$ cat src/rtl/mips_cpu_run_monitor.sv
// Watches the CPU status outputs during a test run and reports the result.
// It detects halt, captures v0, counts enabled cycles and fetches, and flags timeouts and restarts.
module mips_cpu_run_monitor #(
    parameter int unsigned TIMEOUT_CYCLES = 100000,
    parameter int unsigned COUNT_W        = 32
) (
    input  logic               clk,
    input  logic               reset_n,
    input  logic               start,
    input  logic               clk_enable,
    input  logic               active,
    input  logic [31:0]        register_v0,
    input  logic [31:0]        instr_address,
    input  logic [31:0]        expected_v0,
    output logic               done,
    output logic               pass,
    output logic               timeout,
    output logic               error,
    output logic [31:0]        result_v0,
    output logic [COUNT_W-1:0] cycle_count,
    output logic [COUNT_W-1:0] fetch_count
);

    localparam int unsigned WAIT_W = (TIMEOUT_CYCLES < 1) ? 1 : $clog2(TIMEOUT_CYCLES + 1);
    localparam int unsigned CMP_W  = 64;
    localparam logic [COUNT_W-1:0] COUNT_MAX = '1;

    typedef enum logic [2:0] {
        S_IDLE,
        S_ARMED,
        S_RUN,
        S_DONE,
        S_TIMEOUT,
        S_ERROR
    } state_t;

    state_t            state;
    logic [31:0]       prev_addr;
    logic [WAIT_W-1:0] wait_cnt;

    logic rearm_c;
    logic run_limit_c;
    logic wait_limit_c;

    // Compare at a fixed wide width so a narrow counter never aliases the limit.
    assign run_limit_c  = (CMP_W'(cycle_count) == CMP_W'(TIMEOUT_CYCLES));
    assign wait_limit_c = (CMP_W'(wait_cnt) == CMP_W'(TIMEOUT_CYCLES));
    assign rearm_c      = start && (state != S_ARMED) && (state != S_RUN);

    always_ff @(posedge clk or negedge reset_n) begin
        if (!reset_n) begin
            state       <= S_IDLE;
            done        <= 1'b0;
            pass        <= 1'b0;
            timeout     <= 1'b0;
            error       <= 1'b0;
            result_v0   <= 32'd0;
            cycle_count <= '0;
            fetch_count <= '0;
            prev_addr   <= 32'd0;
            wait_cnt    <= '0;
        end else if (rearm_c) begin
            // Start outranks everything outside ARMED/RUN, including a restart in DONE.
            state       <= S_ARMED;
            done        <= 1'b0;
            pass        <= 1'b0;
            timeout     <= 1'b0;
            error       <= 1'b0;
            result_v0   <= 32'd0;
            cycle_count <= '0;
            fetch_count <= '0;
            prev_addr   <= 32'd0;
            wait_cnt    <= '0;
        end else begin
            case (state)
                S_ARMED: begin
                    if (active) begin
                        state       <= S_RUN;
                        prev_addr   <= instr_address;
                        fetch_count <= COUNT_W'(1);
                    end else if (wait_limit_c) begin
                        state   <= S_TIMEOUT;
                        timeout <= 1'b1;
                        done    <= 1'b1;
                    end else if (clk_enable) begin
                        wait_cnt <= wait_cnt + WAIT_W'(1);
                    end
                end
                S_RUN: begin
                    // Exit edges leave the counters untouched.
                    if (!active) begin
                        state     <= S_DONE;
                        result_v0 <= register_v0;
                        pass      <= (register_v0 == expected_v0);
                        done      <= 1'b1;
                    end else if (run_limit_c) begin
                        state   <= S_TIMEOUT;
                        timeout <= 1'b1;
                        done    <= 1'b1;
                        pass    <= 1'b0;
                    end else if (clk_enable) begin
                        if (cycle_count != COUNT_MAX) begin
                            cycle_count <= cycle_count + COUNT_W'(1);
                        end
                        if (instr_address != prev_addr) begin
                            prev_addr <= instr_address;
                            if (fetch_count != COUNT_MAX) begin
                                fetch_count <= fetch_count + COUNT_W'(1);
                            end
                        end
                    end
                end
                S_DONE: begin
                    if (active) begin
                        state <= S_ERROR;
                        error <= 1'b1;
                        pass  <= 1'b0;
                    end
                end
                default: begin
                end
            endcase
        end
    end

endmodule

$ cat config.mk
export PLATFORM = sky130hd
export DESIGN_NAME = mips_cpu_run_monitor
export DESIGN_NICKNAME = d
export VERILOG_FILES = /design/src/rtl/mips_cpu_run_monitor.sv
export SDC_FILE = /design/constraint.sdc
export NUM_CORES = 1
export LEC_CHECK = 0
export CAP_MARGIN = 20
export CELL_PAD_IN_SITES_DETAIL_PLACEMENT = 0
export CELL_PAD_IN_SITES_GLOBAL_PLACEMENT = 1
export CORE_MARGIN = 2
export CORE_UTILIZATION = 38
export DETAILED_ROUTE_END_ITERATION = 12
export GPL_ROUTABILITY_DRIVEN = 0
export PLACE_DENSITY_LB_ADDON = 0.1
export REMOVE_ABC_BUFFERS = 1
export SLEW_MARGIN = 40
export SYNTH_ARGS = -nofsm -noshare
export SYNTH_HDL_FRONTEND = slang
export SYNTH_SLANG_ARGS = --single-unit
$ cat constraint.sdc
create_clock -name clk -period 2.76 [get_ports clk]
set_input_delay 0.414 -clock clk [delete_from_list [all_inputs] [get_ports clk]]
set_output_delay 0.414 -clock clk [all_outputs]
set_load 0.05 [all_outputs]
Yosys cells after proc, flatten, opt, wreduce, memory -nomap -nowiden
Index checks and enable logic that the tools add are counted.
Cells by class
  reduce and logical (&&, ||, !) cells: 21
  multiplexer cells: 53
  eq/ne operators: 26
  $add $sub $neg: 3
Operators with widths (count)
  two-way mux 32 bit: 22
  case mux 32 bit (2 select lines): 2
  two-way mux 17 bit: 5
  adder 32 x 1 -> 32 bit (second input constant): 2
  != test 32 bit (second input constant): 2
  equality test 32 x 17 -> 1 bit (second input constant): 1
  equality test 32 bit: 1
  != test 32 bit: 1
  != test 3 bit (second input constant): 10
  two-way mux 3 bit: 6
  adder 17 x 1 -> 17 bit (second input constant): 1
  equality test 17 bit (second input constant): 1
  two-way mux 1 bit: 14
  AND reduction 4 bit: 3
  nonzero test 2 bit: 6
  AND reduction 5 bit: 2
  case mux 3 bit (3 select lines): 1
  != test 4 bit (second input constant): 2
  AND reduction 7 bit: 1
  equality test 3 x 2 -> 1 bit (second input constant): 2
  case mux 1 bit (2 select lines): 3
  AND reduction 6 bit: 1
  nonzero test 3 bit: 2
  != test 2 bit (second input constant): 2
  8 further kinds: 10
Storage, ports and cells
  input bits: 101
  register bits: 152

Longest topological paths before layout
Gate-level depths: netlist of the first run.
  depth after elaboration: 8
  gate-level depth with buffers: 10
  gate-level depth less buffers: 8

Worst setup path after synthesis of the first run
No wires, ideal clock.
  kind: flip-flop to flip-flop
  from: register fetch_count[1]
  to: register fetch_count[27]
  arrival time: 2531 ps
  path slack: 76 ps
  stages on the path, launching flop included: 10
  buffers on the path: 2
  period minus slack after synthesis: 2684 ps
  path through: dfrtp_1 -> ha_1 -> nand4_1 -> or4_4 -> nor4_4 -> nor3_2 -> buf_6 -> buf_6 -> a31oi_1 -> a31oi_1
On the way
  longest elaborated chain between the ends: 8
  elaborated cells on any way between the ends: 11
  classes of those cells: add/sub: 1; eq/ne: 2; mux: 7; reduce/logical: 1
Ends and longest elaborated chain
  from (decl): RTL line 21  | output logic [COUNT_W-1:0] fetch_count
  from (signal assigned): RTL line 108  | fetch_count <= fetch_count + COUNT_W'(1);
  adder 32 x 1 -> 32 bit: RTL line 108
  two-way mux 32 bit: RTL line 107  | if (fetch_count != COUNT_MAX) begin
  two-way mux 32 bit: RTL line 105  | if (instr_address != prev_addr) begin
  two-way mux 32 bit: RTL line 101  | end else if (clk_enable) begin
  two-way mux 32 bit: RTL line 96  | end else if (run_limit_c) begin
  two-way mux 32 bit: RTL line 91  | if (!active) begin
  case mux 32 bit (2 select lines): RTL line 75  | case (state)
  two-way mux 32 bit: RTL line 62  | end else if (rearm_c) begin
Several ways; a longest one is shown, not always the timed one. The select of a mux whose other input is x is not followed.
A chain may end at the register's enable or synchronous reset.

Worst setup path after layout of the first run
  from: register cycle_count[29]
  to: register cycle_count[5]
On the way
  longest elaborated chain between the ends: 3
  elaborated cells on any way between the ends: 5
  classes of those cells: eq/ne: 3; reduce/logical: 2
Ends and longest elaborated chain
  from (decl): RTL line 20  | output logic [COUNT_W-1:0] cycle_count,
  from (signal assigned): RTL line 103  | cycle_count <= cycle_count + COUNT_W'(1);
  equality test 32 x 17 -> 1 bit or != test 32 bit (tied branches): RTL line 46, 102
  != test 2 bit (no line) or nonzero test 2 bit (tied branches)
  AND reduction 5 bit (no line) (*)
Every way passes the cells marked *; elsewhere a longest branch is shown, timed or not.

==> results of run 1 <==
## layer usage
layer | part of all wire [%] | global-route usage (%)
met4 | 1.1 | 4.587
met2 | 47 | 32.66
met5 | 0 | 0
met1 | 45 | 26.85
met3 | 7.0 | 6.793
## per-stage QoR
step           setup TNS, ps  power (mW)  hold WS, ps
6_report                   0       8.534        509.7
5_1_grt                    0       9.048        535.9
2_1_floorplan         -86690       4.951        118.4
4_1_cts                    0       8.619        516.3
3_3_place_gp               0       6.214        439.1
3_5_place_dp               0       6.263        443.1
## timing repair
| action | CTS | global route |
|---|---|---|
| setup endpoints to repair | 0 | 13 |
| hold buffers | 1 | 0 |
| endpoints found under the hold margin | 55 | 0 |
## worst max-delay path, cell delays in order, from the launching register on
cell	delay [ps]
dfrtp_1	430
nor4_1	470
nand4_1	310
o21a_1	330
a31oi_2	630
nor4_1	100
o21a_1	190
## flip-flops by register name (all words and copies together) (netlist names)
name	flops
fetch_count	32
done	1
cycle_count	32
error	1
timeout	1
prev_addr	32
result_v0	32
wait_cnt	17
pass	1
state	3
## power groups by stage
stage	Sequential, mW	Clock (mW)	Combinational [mW]
2_1_floorplan	3.44	0	1.52
3_3_place_gp	2.95	0	3.26
3_5_place_dp	2.97	0	3.29
4_1_cts	2.93	2.39	3.30
5_1_grt	2.99	2.49	3.56
6_report	2.93	2.34	3.26
## cell usage in the layout, fill, tap and decap left out, drive strengths merged, types with 3 or more instances in the layout
cell type | netlist | routed
a21o | 3 | 3
a21oi | 34 | 34
a31oi | 50 | 51
a41o | 3 | 3
a41oi | 3 | 3
and2 | 8 | 8
and3 | 17 | 17
and4 | 8 | 8
buf | 25 | 47
clkbuf | 28 | 17
clkdlybuf4s50 | 0 | 199
clkinv | 0 | 4
dfrtp | 152 | 152
ha | 5 | 5
inv | 48 | 58
mux2i | 38 | 38
nand2 | 149 | 149
nand2b | 9 | 9
nand3 | 30 | 30
nand4 | 41 | 41
nor2 | 48 | 48
nor3 | 12 | 12
nor3b | 3 | 3
nor4 | 17 | 17
o211ai | 7 | 7
o21a | 9 | 9
o21ai | 67 | 67
o31ai | 7 | 7
or3 | 18 | 18
or4 | 8 | 8
xnor2 | 62 | 62
xor2 | 14 | 14
## final cells by class
type | count | area share [%]
Multi-Input combinational cell | 697 | 37.09
Inverter | 48 | 1.536
Tap cell | 280 | 2.986
Clock inverter | 15 | 1.322
Timing Repair Buffer | 247 | 21.02
Clock buffer | 17 | 3.626
Sequential cell | 152 | 32.42
## how the worst max path moves through the flow
| stage | from | end | depth (start not counted) |
|---|---|---|---|
| 6_report | cycle_count[29] | cycle_count[5] | 6 |
| 5_1_grt | cycle_count[0] | cycle_count[31] | 8 |
| 4_1_cts | fetch_count[1] | fetch_count[8] | 8 |
| 3_5_place_dp | instr_address[12] | prev_addr[14] | 9 |
| 3_3_place_gp | instr_address[25] | fetch_count[15] | 9 |
| 2_1_floorplan | state[0] | fetch_count[10] | 5 |
## cells by family after synthesis
group	synth area share, %
flops	44.63
mux	4.463
fa+ha+maj	0.7340
xor+xnor	7.810
buf+inv	5.020
simple gates	22.74
compound gates	14.61
==> metrics.md, run 1 <==
| Metric | Value |
|---|---|
| Placed inst area | `11130 sq um` |
| CTS buffer count | `17` |
| Hold path depth | `1` |
| Largest net degree at the start of global routing | `58` |
| Synth Flop Type | `dfrtp_1` |
| Placed Cells | `approximately 1400` |
| Maximum fanout along the worst path | `14` |
| Post-synth EDFFs | `0` |
| PnR worst setup slack | `198.7 ps` |
| Layout Cells excl Fill | `1456` |
| Clock root cell | `clkbuf_16` |
| Area growth syn-to-layout | `37.65%` |
| H-tree levels | `4` |
| Reg2reg start | `cycle_count[29]` |
| Place WS | `roughly 100 ps` |
| Gr ovfl total | `0` |
| Fin crit share | `92.80%` |
| FF+latch count, synth | `approximately 150` |
| Post-Synthesis Cell Area | `8523 sq um` |
| Endpoint type of the worst setup path | `register` |
| Post-layout util | `53.60%` |
| Hold Startpoint | `fetch_count[23]` |
| Net Sw Frac | `39.44%` |
| Die height | `~150 um` |
| Rows | `between 50 and 60` |
| WHS Endpoint | `fetch_count[23]` |
| Kind of critical path | `register to register` |
| F_max | `0.3904 GHz` |
| Worst Skew | `10.31 ps` |
| Final Setup Violations | `0` |
| Pre-Repair DR Iteration Count | `5` |
| Initial core utilization | `38.93%` |
| Unrepaired setup endpoints after global routing | `false` |
| Status | `complete, no violations` |
| Min Clock Period, post-route | `approximately 2600 ps` |
| Mapped Cells | `949` |
| Int Power | `around 5.2 mW` |
| Layout cells sized above 1 | `8.759%` |
| Post-CTS Setup Inserts | `0` |
| Async SR Flop Fraction | `100.0%` |
| Worst-margin pin slew | `698.7 ps` |
| # Max-Cap Violations | `0` |
| HP Class | `register to register` |
| DR DRC count | `0` |
| Sw Pwr | `3.365 mW` |
| CTS Buffer Depth | `2` |
| Max_slew headroom | `53.06%` |
| Post-CTS resize count | `0` |
| Vias per cell | `between 5 and 6` |
| Placed wire-length estimate | `17410 um` |
| CTS sink count | `about 150` |
| Num ports | `between 200 and 250` |
| Ranking of synthesized cells by area | `dfrtp_1 45%, nand2_1 6.6%, xnor2_1 6.4%` |
| Synth top cells by count | `152 x dfrtp_1, 149 x nand2_1, 65 x o21ai_0` |
| Startpoint types | `register` |
| Post-synthesis area per instance | `8.981 sq um` |
| First-pass GRT wire length | `39230 um` |
| Port bufs | `200` |
| Maximum vdd drop | `0.0003871 V` |
| Synthesis Warnings | `0` |
| Iteration-0 DRC count of the detailed router | `384` |
| Worst Path Arrival | `2880 ps` |
| Antenna viol nets, final | `0` |
| Count of final hold-check violations | `0` |
| Fillers | `2072` |
| Die Wd | `between 150 and 200 um` |
| CTS tree | `built` |
| Final #Nets | `~1300` |
| R2R Setup Slk | `200 ps` |
| Reg clk slew, reported paths | `about 70 ps` |
| Vias in the first global route | `7358` |
| LEAKAGE | `roughly 4.8 nW` |
| Number of diodes | `0` |
| Footprint of the multi-input gates | `4352 sq um` |
| Comb power frac | `38.3%` |
| Final slew viol count | `0` |
| Synth cell types | `66` |
| Pwr Density | `~730 nW/um^2` |
| Vias post-DR | `7761` |
| Flip-flop and latch area | `3804 sq um` |
| Die Footprint | `~24000 sq um` |
| R2R depth | `6` |
| Final WL | `24270 um` |
| Area leader, netlist | `dfrtp_1` |
| Count leader, synth | `dfrtp_1` |
| Worst skew pair latency | `430 ps` |
| Clk network pwr share | `27.4%` |
| Sequential power share | `roughly 34%` |
| CP Data Required Time | `between 3000 and 4000 ps` |
| Initial antenna violation count | `0` |
| Proportion of netlist area held by the largest area contributor | `44.63%` |
| GRT Util Overall | `20.36%` |
| Sequential area share after synthesis | `44.63%` |
| Routed wire per std cell | `16.67 um` |
| Core footprint | `21890 sq um` |
| Final cell area excluding filler cells | `about 12000 sq um` |
| FF-to-FF End | `cycle_count[5]` |
Power figures use the tool's default switching activity.
==> run 2, diff against run 1 <==
--- a/config.mk
+++ b/config.mk
@@ -10,6 +10,7 @@
 export CELL_PAD_IN_SITES_GLOBAL_PLACEMENT = 1
 export CORE_MARGIN = 2
 export CORE_UTILIZATION = 38
+export CTS_CLUSTER_SIZE = 16
 export DETAILED_ROUTE_END_ITERATION = 12
 export GPL_ROUTABILITY_DRIVEN = 0
 export PLACE_DENSITY_LB_ADDON = 0.1
==> results of run 2 <==
Same layout as run 1: the final DEF is identical, and so are final timing and power.
